## config.mk

```make
export PLATFORM = sky130hd
export DESIGN_NAME = pipe_hazard_ctrl
export DESIGN_NICKNAME = d
export VERILOG_FILES = /design/src/rtl/pipe_hazard_ctrl.sv
export SDC_FILE = /design/constraint.sdc
export NUM_CORES = 1
export LEC_CHECK = 0
export BUFFER_PORTS_ARGS = -buffer_cell sky130_fd_sc_hd__buf_2
export CORE_MARGIN = 1
export CORE_UTILIZATION = 48
export DETAILED_ROUTE_END_ITERATION = 12
export GPL_ROUTABILITY_DRIVEN = 0
export PLACE_DENSITY = 0.8
export SLEW_MARGIN = 40
export SYNTH_ARGS = -nofsm -noshare
export SYNTH_HDL_FRONTEND = slang
export SYNTH_SLANG_ARGS = --single-unit
```

## constraint.sdc

```tcl
create_clock -name clk -period 2 [get_ports clk]
set_input_delay 0.4 -clock clk [delete_from_list [all_inputs] [get_ports clk]]
set_output_delay 0.4 -clock clk [all_outputs]
set_load 0.1 [all_outputs]
```

## src/rtl/pipe_hazard_ctrl.sv

```systemverilog
// rtl/pipe_hazard_ctrl.sv - stall/flush sequencer for the 5-stage pipeline registers
//
// Purpose: decides each cycle whether every pipeline register (F/D, D/X, X/M, M/W)
// holds, advances or loads a NOP. It handles load-use hazards, branch squashes,
// instruction/data memory stalls and the drain sequence after HALT.
//
// Ports:
//   clk, rst                    clock (rising edge), asynchronous active-high reset
//   rsAD_i, rsBD_i, useAD_i,
//   useBD_i, haltD_i            source operands / HALT flag of the instruction in D
//   wrtRegX_i, regWrtX_i,
//   readEnX_i, brchTakenX_i     destination / load / taken-branch info of the instruction in X
//   imemStall_i, dmemStall_i    memory not-ready levels
//   pcEn_o, *En_o               PC load enable and pipeline-register advance enables
//   *Flush_o                    load NOP into the register (wins over hold)
//   haltDone_o                  pipe drained after HALT, sticky until reset
//   memTimeout_o                sticky: dmemStall lasted MEM_TIMEOUT consecutive cycles
//   stallCycles_o               saturating count of RUN cycles with pcEn low (not redirects)

module pipe_hazard_ctrl #(
    parameter int unsigned MEM_TIMEOUT  = 255,
    parameter int unsigned DRAIN_CYCLES = 3
) (
    input  logic        clk,
    input  logic        rst,
    input  logic [2:0]  rsAD_i,
    input  logic [2:0]  rsBD_i,
    input  logic        useAD_i,
    input  logic        useBD_i,
    input  logic        haltD_i,
    input  logic [2:0]  wrtRegX_i,
    input  logic        regWrtX_i,
    input  logic        readEnX_i,
    input  logic        brchTakenX_i,
    input  logic        imemStall_i,
    input  logic        dmemStall_i,
    output logic        pcEn_o,
    output logic        fdEn_o,
    output logic        dxEn_o,
    output logic        xmEn_o,
    output logic        mwEn_o,
    output logic        fdFlush_o,
    output logic        dxFlush_o,
    output logic        xmFlush_o,
    output logic        mwFlush_o,
    output logic        haltDone_o,
    output logic        memTimeout_o,
    output logic [15:0] stallCycles_o
);

    typedef enum logic [1:0] {
        ST_RUN    = 2'd0,
        ST_DRAIN  = 2'd1,
        ST_HALTED = 2'd2
    } state_t;

    localparam logic [15:0] DRAIN_LOAD = 16'(DRAIN_CYCLES - 1);
    localparam logic [16:0] TMO_LIMIT  = 17'(MEM_TIMEOUT);

    state_t      state_q;
    logic [15:0] drain_cnt_q;
    logic [15:0] dstall_cnt_q;
    logic        timeout_q;
    logic [15:0] stall_cnt_q;

    logic        load_use;
    logic        go_drain;
    logic        timeout_hit;
    logic        pc_en, fd_en, dx_en, xm_en, mw_en;
    logic        fd_fl, dx_fl, xm_fl, mw_fl;

    assign load_use = readEnX_i & regWrtX_i &
                      ((useAD_i & (rsAD_i == wrtRegX_i)) |
                       (useBD_i & (rsBD_i == wrtRegX_i)));

    // The current stalled cycle counts toward the limit, so the flag shows up
    // during the MEM_TIMEOUT-th consecutive stall cycle itself.
    assign timeout_hit = dmemStall_i & (({1'b0, dstall_cnt_q} + 17'd1) >= TMO_LIMIT);

    always_comb begin
        pc_en    = 1'b1;
        fd_en    = 1'b1;
        dx_en    = 1'b1;
        xm_en    = 1'b1;
        mw_en    = 1'b1;
        fd_fl    = 1'b0;
        dx_fl    = 1'b0;
        xm_fl    = 1'b0;
        mw_fl    = 1'b0;
        go_drain = 1'b0;
        case (state_q)
            ST_RUN: begin
                if (dmemStall_i) begin
                    // Freeze everything up to M; X keeps any taken branch so it is re-presented.
                    pc_en = 1'b0;
                    fd_en = 1'b0;
                    dx_en = 1'b0;
                    xm_en = 1'b0;
                    mw_fl = 1'b1;
                end else if (brchTakenX_i) begin
                    fd_fl = 1'b1;
                    dx_fl = 1'b1;
                end else if (load_use) begin
                    pc_en = 1'b0;
                    fd_en = 1'b0;
                    dx_fl = 1'b1;
                end else if (imemStall_i) begin
                    pc_en = 1'b0;
                    fd_fl = 1'b1;
                end else if (haltD_i) begin
                    pc_en    = 1'b0;
                    fd_fl    = 1'b1;
                    go_drain = 1'b1;
                end
            end
            ST_DRAIN: begin
                pc_en = 1'b0;
                fd_fl = 1'b1;
                if (dmemStall_i) begin
                    // D/X may still hold the HALT, so it is held rather than flushed.
                    fd_en = 1'b0;
                    dx_en = 1'b0;
                    xm_en = 1'b0;
                    mw_fl = 1'b1;
                end else begin
                    dx_fl = 1'b1;
                end
            end
            default: begin
                pc_en = 1'b0;
                fd_en = 1'b0;
                dx_en = 1'b0;
                xm_en = 1'b0;
                mw_en = 1'b0;
            end
        endcase
    end

    always_ff @(posedge clk or posedge rst) begin
        if (rst) begin
            state_q      <= ST_RUN;
            drain_cnt_q  <= 16'd0;
            dstall_cnt_q <= 16'd0;
            timeout_q    <= 1'b0;
            stall_cnt_q  <= 16'd0;
        end else begin
            if (dmemStall_i) begin
                if (dstall_cnt_q != 16'hFFFF) begin
                    dstall_cnt_q <= dstall_cnt_q + 16'd1;
                end
            end else begin
                dstall_cnt_q <= 16'd0;
            end
            if (timeout_hit) begin
                timeout_q <= 1'b1;
            end
            if ((state_q == ST_RUN) && !pc_en && !brchTakenX_i && (stall_cnt_q != 16'hFFFF)) begin
                stall_cnt_q <= stall_cnt_q + 16'd1;
            end
            case (state_q)
                ST_RUN: begin
                    if (go_drain) begin
                        state_q     <= ST_DRAIN;
                        drain_cnt_q <= DRAIN_LOAD;
                    end
                end
                ST_DRAIN: begin
                    if (!dmemStall_i) begin
                        if (drain_cnt_q == 16'd0) begin
                            state_q <= ST_HALTED;
                        end else begin
                            drain_cnt_q <= drain_cnt_q - 16'd1;
                        end
                    end
                end
                default: state_q <= ST_HALTED;
            endcase
        end
    end

    // Reset forces every register to load a NOP without waiting for a clock.
    assign pcEn_o        = pc_en & ~rst;
    assign fdEn_o        = fd_en & ~rst;
    assign dxEn_o        = dx_en & ~rst;
    assign xmEn_o        = xm_en & ~rst;
    assign mwEn_o        = mw_en & ~rst;
    assign fdFlush_o     = fd_fl | rst;
    assign dxFlush_o     = dx_fl | rst;
    assign xmFlush_o     = xm_fl | rst;
    assign mwFlush_o     = mw_fl | rst;
    assign haltDone_o    = (state_q == ST_HALTED) & ~rst;
    assign memTimeout_o  = (timeout_q | timeout_hit) & ~rst;
    assign stallCycles_o = rst ? 16'd0 : stall_cnt_q;

endmodule

```

==> impl_metrics.py <==
metrics = {
    "worst_setup_path": {
        "cp.required_ns": 1.60,
        "rrSetupSlack_ns": 0,
        "r2r-start": "drain_cnt_q[0]$_DFFE_PP0P_",
        "max_stage_delay_ns": 0.42,
        "critPathSlowestCell": "dfrtp_2",
        "worstPathCellList": "ha_4 -> and3_4 -> nand3_4 -> o21a_1 -> o32a_1 -> a31oi_2 -> and2_4 -> buf_12",
        "crit_type": "reg -> out",
        "reg2regPathDepth": 7,
        "worstPathArrival_ns": 2.21,
        "crit_fanout": 5,
        "endpoint_kind": "output pin",
        "cp-start-kind": "flop",
        "r2r-end": "drain_cnt_q[15]$_DFFE_PP0P_",
    },
    "timing": {
        "finClkSkew_ns": 0.00480,
        "worstMarginPinSlew_ns": 0.418,
        "setup_viol": 2,
        "finalHoldViolCount": 0,
        "whs_ns": 0.194,
        "slew_viol_final": 0,
        "relSlewSlack_pct": 72.1,
        "rsz0062_at_grt": "yes",
        "clock.fmax_ghz": 0.384,
        "fin_ws_ns": -0.607,
        "fin_crit_ns": 2.61,
        "fin_crit_sh_pct": 130,
    },
    "clocking": {
        "postCtsHoldBufs": 0,
        "numClockSinks": 51,
        "root_buffer": "clkbuf_8",
        "cts_tree": "built",
        "htreeDepth": 2,
        "cts_buffers": 5,
        "clkTransAtPathRegs_ns": 0.09,
        "clk_path_buf_depth": 2,
        "clk-insertion-delay-late_ns": 0.30,
    },
    "floorplan": {
        "initial_utilization_pct": 49.5,
        "die_width_um": 82.9,
        "die_area_um2": 6870,
        "num_rows": 29,
        "die_y_um": 82.9,
        "io_pins": 46,
        "fp.coreArea_um2": 6350,
    },
    "place": {
        "post_dp_cell_area_um2": 4380,
        "io_buffers": 45,
        "dp_hpwl_um": 6150,
    },
    "run_status": {
        "status": "finished with violations",
        "failed_checks": "negative setup slack",
    },
    "synthesis": {
        "synth_flop_cell": "dfrtp_1",
        "ys_warn_count": 0,
        "synthArstFlopShare_pct": 100,
        "synth_cells": 340,
        "synth_cell_types": 55,
        "synth_edf_count": 0,
        "synth_nets": 363,
        "synth_area_per_cell_um2": 9.24,
        "syn-cell-area_um2": 3140,
        "yosysSeqAreaShare_pct": 40.6,
        "synth_seq_cells": 51,
    },
    "global_route": {
        "grt_pass1_vias": 3002,
        "grt_max_degree": 27,
        "antenna_found_initial": 0,
        "grtUsageTotal_pct": 24.6,
        "grt_first_pass_wirelength_um": 13900,
        "gr-total-overflow": 0,
    },
    "hold_path": {
        "min_path_type": "in -> async",
    },
    "drt": {
        "wl_met3_um": 291,
        "drcViolationCount": 0,
        "wl_per_cell_um": 17.5,
        "drtPass1Iterations": 4,
        "viasPerCell": 5.83,
        "routed.top_layer": "met4",
        "ant_nets": 0,
        "vias": 3096,
        "met1_length_um": 3760,
        "drt_iter0_drc": 142,
        "drt-total-wl_um": 9290,
        "wl_met2_um": 4980,
    },
    "final_layout": {
        "final_cell_mix": "78 x buf_4, 45 x dfrtp_1, 28 x buf_12",
        "final_common_cell": "buf_4",
        "final_cell_area_um2": 4790,
        "n_fill_cell": 348,
        "final_core_util_pct": 75.4,
        "antenna_cells": 0,
        "nets": 476,
        "syn_to_final_growth_pct": 52.4,
        "drive_above_1_share_pct": 41.6,
    },
    "power_and_ir_drop": {
        "power.internal_mw": 1.51,
        "power_density_nw_per_um2": 420,
        "power.net_switching_mw": 0.500,
        "p_leak_nw": 2.10,
        "seqPwrFrac_pct": 52.0,
        "vdd_drop_max_mv": 0.665,
        "netSwitchingFraction_pct": 24.9,
        "clkPwrFrac_pct": 35.6,
        "pwr-share-comb_pct": 12.5,
    },
    "run": {
        "cap_viol_max_count": 0,
    },
}
worst max-delay path by stage:
| stage | startpoint | endpoint | slack (ns) |
|---|---|---|---|
| global route | dstall_cnt_q[7]$_DFFE_PP0P_ | memTimeout_o | -0.72 |
| finish | dstall_cnt_q[1]$_DFFE_PP0P_ | memTimeout_o | -0.61 |
| CTS | dstall_cnt_q[0]$_DFFE_PP0P_ | memTimeout_o | -0.61 |
| global placement | dstall_cnt_q[1]$_DFFE_PP0P_ | memTimeout_o | -0.22 |
| floorplan | rst | stallCycles_o[10] | -0.38 |
| detailed placement | dstall_cnt_q[0]$_DFFE_PP0P_ | memTimeout_o | -0.30 |
kinds of logic after synthesis:
logic type               after synthesis  share of synthesized area, %
AND/OR/NAND/NOR                      152                          28.9
AO/OA/AOI/OAI                         69                          14.5
flip-flops                            51                          40.6
XOR/XNOR                              33                          9.20
buffers and inverters                 28                          4.14
adder cells (fa/ha/maj)                4                          1.59
multiplexers                           3                          1.04
repair_timing:
| item | 4_1_cts | 5_1_grt |
|---|---|---|
| endpoints found under the hold margin | 0 | 0 |
| pin swaps | 7 | 19 |
| gates cloned | 0 | 1 |
| setup endpoints to repair | 12 | 32 |
| setup buffers | 3 | 15 |
| gates resized for setup | 4 | 33 |
worst max-delay path, delay by kind of cell (launching register included):
family / cells / cell delay, ns
AOI/OAI and AO/OA: 3 / 0.67
and+or+nand+nor: 3 / 0.46
DFF: 1 / 0.42
adders and majority gates: 1 / 0.18
buffers and inverters: 1 / 0.16
synth_stat cells (2+ instances only):
cell type,count,area (um2)
o31ai_1,2,15.0
nor2b_1,16,100
nand2b_1,2,12.5
clkbuf_1,6,22.5
nand3_1,21,105
or3_1,11,68.8
mux2_2,2,22.5
nor2_1,22,82.6
nand4_1,13,81.3
inv_1,8,30.0
buf_4,3,22.5
o21a_1,2,15.0
a21oi_1,31,155
nor4_4,2,42.5
and3_1,7,43.8
nand2_1,20,75.1
and2_1,5,31.3
a21o_1,2,15.0
a211oi_1,3,22.5
and4bb_1,2,25.0
nor4_1,4,25.0
nor3_1,8,40.0
xor2_1,7,61.3
xnor2_1,26,228
and4_1,5,43.8
o41ai_1,2,17.5
o31a_1,2,17.5
nand4b_1,3,26.3
ha_1,4,50.1
or4_1,2,15.0
buf_2,11,55.1
o21ai_0,13,65.1
dfrtp_1,51,1280
layer usage:
| metal | global-route usage, % | up-vias |
|---|---|---|
| li1 | - | 1454 |
| met1 | 29.7 | 1526 |
| met2 | 43.5 | 89 |
| met3 | 3.78 | 27 |
| met4 | 10.2 | 0 |
| met5 | 0 | - |
sequential cells by signal, indices dropped and copies added, names as in the netlist:
name and count:
drain_cnt_q 16, dstall_cnt_q 16, stall_cnt_q 16, state_q 2, timeout_q 1
power by group through the flow:
stage,Clock [mW],Sequential [mW],Combinational [mW]
global placement,0,1.06,0.218
CTS,0.723,1.04,0.231
global route,0.762,1.05,0.266
floorplan,0,1.06,0.129
finish,0.715,1.04,0.250
detailed placement,0,1.06,0.226
through the flow:
step                power [mW]  setup TNS, ns  worst slack, ns  cells
finish                    2.01         -0.609           -0.607    531
global placement          1.28         -0.238           -0.217    504
global route              2.07         -0.909           -0.716    531
CTS                       2.00         -0.609           -0.609    515
detailed placement        1.29         -0.588           -0.298    504
floorplan                 1.19          -7.61           -0.379    340
area by class of cell:
class | instances | area, um2 | area share (%)
Tap cell | 77 | 96.3 | 2.01
Clock inverter | 1 | 30.0 | 0.627
Multi-Input combinational cell | 262 | 2020 | 42.1
Inverter | 8 | 36.3 | 0.758
Timing Repair Buffer | 125 | 1250 | 26.1
Sequential cell | 51 | 1280 | 26.8
Clock buffer | 7 | 76.3 | 1.59
Power figures use the tool's default switching activity.
